$ cat config.mk
export PLATFORM = sky130hd
export DESIGN_NAME = piso_shift_register
export DESIGN_NICKNAME = d
export VERILOG_FILES = /design/src/rtl/piso_shift_register.sv
export SDC_FILE = /design/constraint.sdc
export NUM_CORES = 1
export LEC_CHECK = 0
export ABC_AREA = 1
export CORE_AREA = 2 2 39 41
export CTS_CLUSTER_DIAMETER = 30
export DETAILED_ROUTE_END_ITERATION = 7
export DIE_AREA = 0 0 41 43
export PLACE_DENSITY_LB_ADDON = 0.12
export SLEW_MARGIN = 40
export SYNTH_ARGS = -nofsm -noshare
export SYNTH_HDL_FRONTEND = slang
export SYNTH_SLANG_ARGS = --single-unit
$ cat constraint.sdc
create_clock -name clk -period 2.6 [get_ports clk]
set_input_delay 0.39 -clock clk [delete_from_list [all_inputs] [get_ports clk]]
set_output_delay 0.39 -clock clk [all_outputs]
set_load 0.02 [all_outputs]
$ cat src/rtl/piso_shift_register.sv
// Parallel-in, serial-out shift register with busy/last framing outputs.
// Optional even-parity trailer bit is enabled by defining PISO_PARITY_EN.
//
// cnt_q phase table (cnt_q | meaning):
//   0            | idle, serial_out held at 0
//   TOTAL..2     | data bits in flight
//   1            | final bit of the word (parity bit when PISO_PARITY_EN)
module piso_shift_register #(
    parameter int WIDTH     = 3,
    parameter int MSB_FIRST = 0
) (
    input  logic             clk,
    input  logic             rst,
    input  logic             load,
    input  logic [WIDTH-1:0] parallel_in,
    output logic             serial_out,
    output logic             busy,
    output logic             last
);

`ifdef PISO_PARITY_EN
    localparam int PAR_BITS = 1;
`else
    localparam int PAR_BITS = 0;
`endif
    localparam int TOTAL = WIDTH + PAR_BITS;
    localparam int CW    = $clog2(TOTAL + 1);
    localparam logic [CW-1:0] CNT_LOAD = CW'(TOTAL);
    localparam logic [CW-1:0] CNT_ONE  = CW'(1);

    if (WIDTH < 2) begin : g_width_check
        $error("piso_shift_register: WIDTH must be at least 2");
    end

    logic [WIDTH-1:0] shreg_q, shreg_d;
    logic [CW-1:0]    cnt_q, cnt_d;
    logic             data_bit;
    logic             serial_bit;

    always_comb begin
        shreg_d = shreg_q;
        cnt_d   = cnt_q;
        if (load) begin
            shreg_d = parallel_in;
            cnt_d   = CNT_LOAD;
        end else if (cnt_q != '0) begin
            cnt_d = cnt_q - CNT_ONE;
            if (MSB_FIRST != 0) begin
                shreg_d = {shreg_q[WIDTH-2:0], 1'b0};
            end else begin
                shreg_d = {1'b0, shreg_q[WIDTH-1:1]};
            end
        end
    end

    always_ff @(posedge clk) begin
        if (rst) begin
            shreg_q <= '0;
            cnt_q   <= '0;
        end else begin
            shreg_q <= shreg_d;
            cnt_q   <= cnt_d;
        end
    end

    assign data_bit = (MSB_FIRST != 0) ? shreg_q[WIDTH-1] : shreg_q[0];

`ifdef PISO_PARITY_EN
    // Parity is latched at load so a later abort/reload recomputes it cleanly.
    logic par_q, par_d;

    always_comb begin
        par_d = par_q;
        if (load) begin
            par_d = ^parallel_in;
        end
    end

    always_ff @(posedge clk) begin
        if (rst) begin
            par_q <= 1'b0;
        end else begin
            par_q <= par_d;
        end
    end

    assign serial_bit = (cnt_q == CNT_ONE) ? par_q : data_bit;
`else
    assign serial_bit = data_bit;
`endif

    assign busy       = (cnt_q != '0);
    assign last       = (cnt_q == CNT_ONE);
    assign serial_out = busy ? serial_bit : 1'b0;

endmodule

==> results.md <==
* Post-synthesis register bit count at 5
* Clock transition at the registers of the reported paths at 0.04 ns
* Ys flop type: sky130_fd_sc_hd__dfxtp_1
* Routed wire per std cell at 8.20 µm
* Most repeated cell in the gate-level netlist after synthesis: sky130_fd_sc_hd__nand2_1
* Synth Area in Compound Gates at 0.131
* Last weighted congestion value of the routability-driven placer at 0.719
* Number of placement rows at 14
* Number of nets still failing antenna checks after routing at 0
* Vias after detailed routing at 259
* Multi-input gate area at 138 µm²
* Buffers inserted during post-CTS setup optimization at 0
* Number of instances in the synthesized netlist at 36
* CTS max path bufs at 2
* CTS Sinks at 5
* Antenna violations before repair at 0
* Power density normalized to cell area at 581 nW/µm²
* Number of enable flip-flop cells after synthesis at 0
* Final Skew at 0.00381 ns
* Endpoint arrival time on the critical path at 1.67 ns
* Combinational family with the most area after synthesis: simple AND/OR/NAND/NOR gates
* Final period demand of the worst path at 2.06 ns
* Global Route Usage Sum at 0.0925
* Post-synthesis share of cell area spent on xor and xnor gates at 0
* Highest clock rate at 485 MHz
* First-pass GRT wire length at 1020 µm
* Leakage power at 0.182 nW
* Maximum number of pins on one net before global-route repair at 7
* Post-synthesis simple-gate area fraction at 0.290
* Top cells by count, synth: 7 x sky130_fd_sc_hd__nand2_1, 6 x sky130_fd_sc_hd__inv_1, 6 x sky130_fd_sc_hd__nand3_1
* Max Cap Violations at 0
* Number of global-route vias before repair at 236
* PortBufs at 8
* Detailed route wirelength on metal3 at 25 µm
* First-pass DRT Iterations at 2
* Fraction of synthesis flops using an asynchronous set or reset pin at 0
* Placed cell count at 60
* Core Region at 1380 µm²
* Unrepaired setup endpoints after global routing: no
* CTS resizes at 0
* Layout cell share with drive strength beyond 1 at 0.188
* Post-layout net count at 57
* Cell taking the most area after synthesis: sky130_fd_sc_hd__dfxtp_1
* Share of synthesized area occupied by flip-flops and latches at 0.374
* Final worst slack at 0.538 ns
* Post-Route WL at 525 µm
* Number of buffers created by CTS at 3
* DRC errors left at 0
* Overall overflow remaining after global route at 0
* Headroom to the max-slew limit at 0.805
* Worst slack at placement at 0.771 ns
* Area Growth Syn to Fin at 47.2%
* Io pins at 9
* Share of synthesized area spent on multiplexers at 0
* Final-report max-slew violation count at 0
* Number of DRC markers in iteration 0 at 7
* Largest cells by area after synthesis: sky130_fd_sc_hd__dfxtp_1 37%, sky130_fd_sc_hd__nand3_1 11%, sky130_fd_sc_hd__nand2_1 9.8%
* Detail Route met2 WL at 252 µm
* Number of warnings reported in the yosys synthesis log at 0
* Die X at 41 µm
* Cell at the root of the clock tree: sky130_fd_sc_hd__clkbuf_4
* Worst Setup Path Type: reg -> out
* Crit end category: output port
* Library cells used by synthesis at 12
* Transition at the pin with the smallest max-transition slack at 0.292 ns
* Die Y at 43 µm
* Die outline area at 1760 µm²
* Synthesized Nets at 44
* Number of buffers inserted for hold repair after clock tree synthesis at 0
* IR drop worst, VDD at 189 µV
* Worst hold path type: reg -> reg
* Highest signal layer in the routed design: met4
* Via density per instance at 4.05
* Area share of the largest cell type after synthesis at 0.374
* Post-Synthesis Mean Instance Area at 7.44 µm²
* Status: finished, final reports clean
* Max FO, Critical Path at 6
* Detailed-routing wirelength on met1 at 235 µm
* Post-Route Setup TNS at 0 ns
* Final non-filler cell total at 64
* HPWL after detailed placement at 403 µm
* Count of final setup violators at 0
* Area of all sequential standard cells at 100 µm²
* Number of hold violations in the final report at 0
* Post-Synth Adder-Cell Area at 0.0935
* Period Utilization, post-route at 0.793
* Netlist area before placement at 268 µm²
* Critical Path Source Type: flop
* Inserted Diodes at 0
* Skew-Pair Late Insertion Delay at 0.24 ns
* Initial Util at 0.193
* CTS tree: done
* Data required time of the critical path at 2.21 ns
* Fill cell total of the finished layout at 158
* Clock H-tree levels at 1
report_power, final:
part	internal (mW)	leakage [nW]	switching, mW	total, mW
clock	0.0580	0.0150	0.0315	0.0895
sequential	0.0828	0.0415	0.00337	0.0862
combinational	0.0251	0.126	0.0282	0.0533
critical path: stages, from the launching register on:
cell and delay (ns):
sky130_fd_sc_hd__dfxtp_1 0.34, sky130_fd_sc_hd__inv_1 0.07, sky130_fd_sc_hd__ha_1 0.27, sky130_fd_sc_hd__inv_2 0.14, sky130_fd_sc_hd__clkdlybuf4s50_1 0.61
registers in the layout (all words and copies together), names as in the netlist:
register / flops
cnt_q: 2
shreg_q: 3
logic make-up (layout without fill, tap and decap cells):
group                      Yosys count  in the layout
AOI/OAI and AO/OA                    5              5
adders and majority gates            2              2
buffers and inverters                8             20
DFF                                  5              5
and+or+nand+nor                     16             16
metrics by stage:
step                power [mW]  hold slack (ns)  area (µm²)  utilization
floorplan                0.119            0.442         268            -
global route             0.249            0.484         394        0.285
global placement         0.141            0.463         368        0.266
detailed placement       0.141            0.458         368        0.266
finish                   0.229            0.465         394        0.285
CTS                      0.236            0.467         394        0.285
final timing paths:
check,from,end,slack (ns),cells after the start
worst min register to register,cnt_q[1],cnt_q[1],0.46,2
worst max-delay path,cnt_q[0],busy,0.54,4
worst min-delay path,cnt_q[1],cnt_q[1],0.46,2
worst max register to register,cnt_q[0],shreg_q[2],1.48,6
layer usage:
layer | track usage | up-vias
li1 | - | 136
met1 | 0.116 | 115
met2 | 0.109 | 6
met3 | 0.0314 | 2
met4 | 0.100 | 0
met5 | 0 | -
placed cells by master (no fill, tap or decap), drive strengths merged:
cell type / netlist / routed
a21oi: 4 / 4
clkbuf: 0 / 4
clkdlybuf4s50: 0 / 8
dfxtp: 5 / 5
ha: 2 / 2
inv: 8 / 8
nand2: 8 / 8
nand3: 6 / 6
nor2: 2 / 2
o21a: 1 / 1
layout make-up:
cell class                      count  area share
Multi-Input combinational cell     23       0.349
Sequential cell                     5       0.254
Timing Repair Buffer                8       0.203
Inverter                            8      0.0762
Clock buffer                        4      0.0667
Tap cell                           16      0.0508
(Power assumes the default switching activity.)
